[src/rtl/spi_voice_regfile.sv]
// spi_voice_regfile: SPI-side command decoder and per-voice divider register bank.
// Optional read-back path is built when VOICE_REGFILE_READBACK_EN is defined.
module spi_voice_regfile #(
  parameter int unsigned N_VOICES  = 8,
  parameter int unsigned D_W       = 16,
  parameter int unsigned RESET_DIV = 1024
) (
  input  logic                      sys_clk,
  input  logic                      sys_rst_n,
  input  logic                      frame_active,
  input  logic [7:0]                rx_byte,
  input  logic                      rx_valid,
  output logic [7:0]                tx_byte,
  output logic [N_VOICES*D_W-1:0]   voice_div,
  output logic [N_VOICES-1:0]       div_update,
  output logic                      cmd_err
);

  localparam int unsigned W_BYTES = D_W / 8;
  localparam int unsigned IDX_W   = (N_VOICES > 1) ? $clog2(N_VOICES) : 1;
  localparam int unsigned CNT_W   = (W_BYTES > 1) ? $clog2(W_BYTES) : 1;
  localparam logic [D_W-1:0] RST_WORD = D_W'(RESET_DIV);
  localparam logic [7:0] TX_ACK  = 8'hFF;
  localparam logic [7:0] TX_OK   = 8'h01;
  localparam logic [7:0] TX_NULL = 8'h00;

  typedef enum logic [2:0] {IDLE, WR_DATA, RD_TURN, RD_DATA, DRAIN} state_t;

  state_t                    state_q, state_n;
  logic [IDX_W-1:0]          idx_q, idx_n, idx_inc;
  logic [CNT_W-1:0]          cnt_q, cnt_n;
  logic                      ai_q, ai_n;
  logic [D_W-1:0]            shadow_q, shadow_n, wr_word;
  logic [7:0]                tx_n;
  logic [N_VOICES*D_W-1:0]   voice_n;
  logic [N_VOICES-1:0]       upd_n;
  logic                      err_n;
  logic                      cmd_valid;
  logic                      cnt_last;

  // Command decode helpers and the write-side byte accumulator
  assign cmd_valid = {1'b0, rx_byte[5:0]} < 7'(N_VOICES);
  assign idx_inc   = (N_VOICES == 1) ? '0 : idx_q + IDX_W'(1);
  assign cnt_last  = (cnt_q == CNT_W'(W_BYTES - 1));
  assign wr_word   = (shadow_q << 8) | D_W'(rx_byte);

`ifdef VOICE_REGFILE_READBACK_EN
  logic [D_W-1:0] cur_word, next_word, rd_shift;

  // Read-side words: current voice, next voice for auto-increment, shifted shadow
  assign cur_word  = voice_div[idx_q*D_W +: D_W];
  assign next_word = voice_div[idx_inc*D_W +: D_W];
  assign rd_shift  = shadow_q << 8;
`endif

  // Next-state and next-output logic
  always_comb begin
    state_n  = state_q;
    idx_n    = idx_q;
    cnt_n    = cnt_q;
    ai_n     = ai_q;
    shadow_n = shadow_q;
    tx_n     = tx_byte;
    voice_n  = voice_div;
    upd_n    = '0;
    err_n    = 1'b0;
    if (!frame_active) begin
      state_n  = IDLE;
      cnt_n    = '0;
      shadow_n = '0;
      tx_n     = TX_ACK;
    end else if (rx_valid) begin
      case (state_q)
        IDLE: begin
          idx_n    = IDX_W'(rx_byte[5:0]);
          ai_n     = rx_byte[6];
          cnt_n    = '0;
          shadow_n = '0;
          if (!cmd_valid) begin
            state_n = DRAIN;
            tx_n    = TX_NULL;
            err_n   = 1'b1;
          end else if (rx_byte[7]) begin
            state_n = WR_DATA;
            tx_n    = TX_OK;
          end else begin
`ifdef VOICE_REGFILE_READBACK_EN
            state_n = RD_TURN;
            tx_n    = TX_OK;
`else
            state_n = DRAIN;
            tx_n    = TX_NULL;
`endif
          end
        end
        WR_DATA: begin
          tx_n = TX_NULL;
          if (cnt_last) begin
            voice_n[idx_q*D_W +: D_W] = wr_word;
            upd_n[idx_q]              = 1'b1;
            shadow_n                  = '0;
            cnt_n                     = '0;
            if (ai_q) idx_n = idx_inc;
            else      state_n = DRAIN;
          end else begin
            shadow_n = wr_word;
            cnt_n    = cnt_q + CNT_W'(1);
          end
        end
`ifdef VOICE_REGFILE_READBACK_EN
        RD_TURN: begin
          shadow_n = cur_word;
          tx_n     = cur_word[D_W-1 -: 8];
          cnt_n    = '0;
          state_n  = RD_DATA;
        end
        RD_DATA: begin
          if (!cnt_last) begin
            shadow_n = rd_shift;
            tx_n     = rd_shift[D_W-1 -: 8];
            cnt_n    = cnt_q + CNT_W'(1);
          end else if (ai_q) begin
            idx_n    = idx_inc;
            shadow_n = next_word;
            tx_n     = next_word[D_W-1 -: 8];
            cnt_n    = '0;
          end else begin
            tx_n    = TX_NULL;
            state_n = DRAIN;
          end
        end
`endif
        DRAIN: begin
          tx_n = TX_NULL;
        end
        default: begin
          state_n = IDLE;
        end
      endcase
    end
  end

  // State and output registers
  always_ff @(posedge sys_clk or negedge sys_rst_n) begin
    if (!sys_rst_n) begin
      state_q    <= IDLE;
      idx_q      <= '0;
      cnt_q      <= '0;
      ai_q       <= 1'b0;
      shadow_q   <= '0;
      tx_byte    <= TX_ACK;
      voice_div  <= {N_VOICES{RST_WORD}};
      div_update <= '0;
      cmd_err    <= 1'b0;
    end else begin
      state_q    <= state_n;
      idx_q      <= idx_n;
      cnt_q      <= cnt_n;
      ai_q       <= ai_n;
      shadow_q   <= shadow_n;
      tx_byte    <= tx_n;
      voice_div  <= voice_n;
      div_update <= upd_n;
      cmd_err    <= err_n;
    end
  end

endmodule
[config.mk]
export PLATFORM = sky130hd
export DESIGN_NAME = spi_voice_regfile
export DESIGN_NICKNAME = d
export VERILOG_FILES = /design/src/rtl/spi_voice_regfile.sv
export SDC_FILE = /design/constraint.sdc
export NUM_CORES = 1
export LEC_CHECK = 0
export ABC_AREA = 1
export BUFFER_PORTS_ARGS = -buffer_cell sky130_fd_sc_hd__buf_2
export CAP_MARGIN = 20
export CORE_ASPECT_RATIO = 1.1
export CORE_UTILIZATION = 37
export CTS_CLUSTER_DIAMETER = 200
export DETAILED_ROUTE_END_ITERATION = 10
export HOLD_SLACK_MARGIN = 0.15
export MAX_ROUTING_LAYER = met4
export PLACE_DENSITY = 0.65
export SLEW_MARGIN = 20
export SYNTH_ARGS = -nofsm -noshare
export SYNTH_HDL_FRONTEND = slang
export SYNTH_SLANG_ARGS = --single-unit
[constraint.sdc]
create_clock -name sys_clk -period 3.7 [get_ports sys_clk]
set_input_delay 0.37 -clock sys_clk [delete_from_list [all_inputs] [get_ports sys_clk]]
set_output_delay 0.37 -clock sys_clk [all_outputs]
set_load 0.01 [all_outputs]
== Word-level counts from Yosys, hierarchy flattened ==
Index checks and enable logic that the tools add are counted.

* Add/subtract/negate cells: 3
* Magnitude comparators: 3
* Equality and inequality tests: 10
* Shift-type cells: 2
* Multiplexer cells: 34
* Bitwise operators: 1
* Reductions and logical operators: 10

{| class="wikitable"
|+ Operator list
! kind !! number
|-
| $bwmux 128 || 1
|-
| $shift 16x34->128 const A || 1
|-
| $shiftx 16x34->128 || 1
|-
| $mux 8 || 9
|-
| $neg 7->34 || 1
|-
| $pmux 8 s2 || 2
|-
| $mux 3 || 8
|-
| $or 16x8->16 || 1
|-
| $mux 1 || 10
|-
| $pmux 3 s3 || 1
|-
| $reduce_and 4->1 || 2
|-
| $lt 6x4->1 const B || 1
|-
| $ne 2x2->1 const B || 3
|-
| $ne 3x3->1 const B || 2
|-
| $pmux 3 s2 || 1
|-
| $reduce_and 5->1 || 1
|-
| $lt 3x4->1 const B || 1
|-
| $reduce_and 2->1 || 2
|-
| $add 3x1->3 const B || 1
|-
| $demux 1 s3 || 1
|-
| $eq 3x1->1 const B || 1
|-
| $eq 3x3->1 const B || 1
|-
| $ge 3x1->1 const B || 1
|-
| $logic_not 3->1 || 1
|-
| other kinds (9) || 9
|}

* Register bits after elaboration: 161
* Input bits: 12
* Output and inout port bits: 145

== Depth between registers and ports, before layout ==
* Depth in word-level cells: 8
* Depth in mapped cells: 12

== Worst setup path after synthesis ==
No wires, ideal clock.

* Kind: register to register
* From: register idx_q[0]
* To: register voice_div[126]
* Arrival: 1,943 ps
* Required time: 3,573 ps
* Slack: 1,630 ps
* Cell stages (with the launch flop): 11
* Buffers on the path: 3
* Period minus slack after synthesis: 2,070 ps
* Path through: dfrtp_1 > buf_4 > inv_2 > ha_1 > ha_1 > clkbuf_2 > clkinv_1 > nand2_1 > nand3b_1 > buf_2 > o21ai_0

* Word-level cells in the longest chain between the ends: 3

{| class="wikitable"
|+ Ends and longest elaborated chain
! what !! RTL line !! text
|-
| start: declaration || 30 || <nowiki>logic [IDX_W-1:0] idx_q, idx_n, idx_inc;</nowiki>
|-
| start signal: assignment || 157 || <nowiki>idx_q <= idx_n;</nowiki>
|-
| $neg 7->34 (*) || 99 || <nowiki>voice_n[idx_q*D_W +: D_W] = wr_word;</nowiki>
|-
| $shiftx 16x34->128 or $shift 16x34->128 (tied branches) || 99 ||
|-
| $bwmux 128 (*) || 99 ||
|-
| end signal: assignment || 152 || <nowiki>voice_div <= {N_VOICES{RST_WORD}};</nowiki>
|-
| end signal: assignment || 162 || <nowiki>voice_div <= voice_n;</nowiki>
|-
| end: declaration || 14 || <nowiki>output logic [N_VOICES*D_W-1:0] voice_div,</nowiki>
|}

Every way passes the cells marked *; elsewhere a longest branch is shown, timed or not.
A chain may end at the register's enable or synchronous reset.

== Final worst setup path ==
* From: register idx_q[1]
* To: register voice_div[71]

The elaborated chain is that of the path after synthesis.

==> metrics.md <==
| Metric | Value |
|---|---|
| Outcome | `completed` |
| Placed Area | `7500 sq um` |
| WP data required | `4.02 ns` |
| Syn Area/Cell | `8.92 sq um` |
| Post-CTS sizing | `0` |
| Power density over cell area | `493 nW/um^2` |
| Pre-CTS WS | `1.24 ns` |
| First-pass GRT wire length | `29000 um` |
| Type of the worst setup path | `register to register` |
| Number of detailed-route iterations in the first pass | `5` |
| Fmax | `0.397 GHz` |
| Die area | `18400 sq um` |
| Num ports | `157` |
| Arrival @ worst endpoint | `2.84 ns` |
| Final hold vios | `0` |
| CTS H-tree lvls | `4` |
| Leak | `4.27 nW` |
| Wire per inst | `16.5 um` |
| Synth Cell Area | `6600 sq um` |
| Num rows | `50` |
| Syn-to-layout area delta | `22.7%` |
| Worst-Margin Slew | `0.808 ns` |
| Final instance area | `8100 sq um` |
| PortBufs | `156` |
| Worst IR drop on VDD | `0.377 mV` |
| Hold/Removal Path Class | `input port to register` |
| Die height | `142 um` |
| Synthesis Warnings | `0` |
| Hpwl dp | `12500 um` |
| Initial antenna violation count | `0` |
| Fin. max-slew vios | `0` |
| Max-slew headroom | `45.9%` |
| Final Skew | `0.00899 ns` |
| Synth unique cells | `29` |
| Initial Utilization | `38.4%` |
| Layout cells sized above 1 | `24.8%` |
| Post-route setup slack | `1.18 ns` |
| Post-route setup TNS | `0 ns` |
| Clock slew at reported path FFs | `0.06 ns` |
| CTS Sinks | `154` |
| Critical Path Start | `idx_q[1]` |
| Via count | `5422` |
| Syn Inst Count | `740` |
| Type of origin of the critical path | `register` |
| Number of diodes | `0` |
| Initial DRC count | `359` |
| Die X-Extent | `129 um` |
| Placer Congestion | `0.795` |
| Final Net Count | `904` |
| Via/cell ratio | `4.80` |
| Sequential share of the synthesized area | `58.6%` |
| RSZ-0062 raised after global routing | `no` |
| Register bit total from synthesis | `154` |
| Post-Syn Nets | `762` |
| All-Layer GR Usage | `22.1%` |
| Crit-path max FO | `24` |
| Vias in the first global route | `5221` |
| Tmin final | `2.52 ns` |
| Crit share post-route | `68.1%` |
| Skew-Pair Late Insertion Delay | `0.43 ns` |
| WL final | `18700 um` |
| Final number of setup-violating endpoints | `0` |
| Critical path endpoint category | `register` |
| Global route overflow | `0` |
| Max Cap Viol | `0` |
| Residual DRC | `0` |
| Remaining antenna violation count | `0` |
| CORE AREA | `17200 sq um` |
| TritonCTS buffer count | `17` |
| Root buf cell | `clkbuf_16` |
| Overall power | `0.00399 W` |
| R2r startpoint | `idx_q[1]` |
| TritonCTS clock tree | `built` |
| Largest net degree at the start of global routing | `82` |
| CTS Buffer Depth | `2` |
| Worst hold start | `frame_active` |
## worst max-delay path: stages (launching register included)
cell and delay, ns:
dfrtp_1 0.49, inv_2 0.11, ha_1 0.22, ha_1 0.28, buf_4 0.27, nand3b_1 0.17
nor2_4 0.37, nand2_2 0.29, nand2_1 0.14, nand2_1 0.06
## routing by layer
layer  up-vias  GRT usage, %  share of wire [%]
met1      2586          29.2                 46
met3        24          3.72                4.3
met2       149          34.3                 48
met4         0          7.74                1.7
met5         -             -                  0
li1       2663             -                  -
## repair_timing
action / CTS / global route
hold buffers: 1 / 0
buffers inserted: 0 / 0
hold endpoints to repair: 77 / 0
## worst paths after layout
| path | to | slack [ns] | cells past startpoint |
|---|---|---|---|
| worst min register to register | voice_div[58] | 0.47 | 2 |
| worst max register to register | voice_div[71] | 1.18 | 9 |
| min in group asynchronous | voice_div[88] | 0.54 | 2 |
| worst min-delay path | tx_byte[6] | 0.22 | 2 |
| max in group asynchronous | tx_byte[6] | 2.28 | 3 |
| worst max-delay path | voice_div[71] | 1.18 | 9 |
## placed cells by master, fill, tap and decap left out, types with 5 or more instances in the layout
| cell | count |
|---|---|
| nand2_1 | 275 |
| nor2_1 | 32 |
| buf_4 | 11 |
| dfrtp_1 | 144 |
| o21ai_0 | 98 |
| dfstp_2 | 10 |
| o21ai_1 | 6 |
| nand3b_1 | 5 |
| clkbuf_16 | 17 |
| inv_1 | 20 |
| nand3_1 | 71 |
| buf_2 | 155 |
| clkbuf_1 | 5 |
| ha_1 | 10 |
## stage by stage
step           cells  hold slack (ns)  utilization [%]
5_1_grt         1129            0.237             47.1
2_1_floorplan    740           0.0744                -
4_1_cts         1129            0.199             47.1
6_report        1129            0.217             47.1
3_5_place_dp    1096            0.462             43.6
3_3_place_gp    1096            0.454             43.6
## cells in the mapped netlist, drive strengths merged
cell type	count	share of area (%)
a21oi	2	0.15
buf	37	3.7
clkbuf	9	0.55
clkinv	1	0.057
dfrtp	144	55
dfstp	10	4.0
ha	10	1.9
inv	24	1.4
nand2	278	16
nand3	74	5.8
nand3b	5	0.57
nand4	1	0.095
nor2	37	2.7
nor3	4	0.55
o21ai	104	7.9
## cell families (layout without fill, tap and decap cells)
group                    after synthesis  count (layout)  share of synthesized area [%]
buffers and inverters                 71             226                           5.69
flip-flops                           154             154                           58.6
adder cells (fa/ha/maj)               10              10                           1.90
AND/OR/NAND/NOR                      399             399                           25.8
AO/OA/AOI/OAI                        106             106                           8.04
## flip-flops by register name (all words and copies together), names as in the netlist
| register | count |
|---|---|
| idx_q | 3 |
| state_q | 2 |
| cmd_err | 1 |
| ai_q | 1 |
| cnt_last | 1 |
| div_update | 8 |
| voice_div | 128 |
| tx_byte | 2 |
| shadow_q | 8 |
## power by group
group          switching [W]  internal (W)
clock               0.000674       0.00106
sequential         0.0000185       0.00170
combinational       0.000414      0.000121
total                0.00111       0.00289
## area by class of cell
cell class | count | area (sq um)
fillers | 1700 | 9100
clock inverters | 6 | 87.6
clock buffers | 26 | 499
flip-flops and latches | 154 | 3870
repair buffers | 169 | 900
well taps | 234 | 293
multi-input cells | 515 | 2360
inverters | 25 | 96.3
Power figures use the tool's default switching activity.
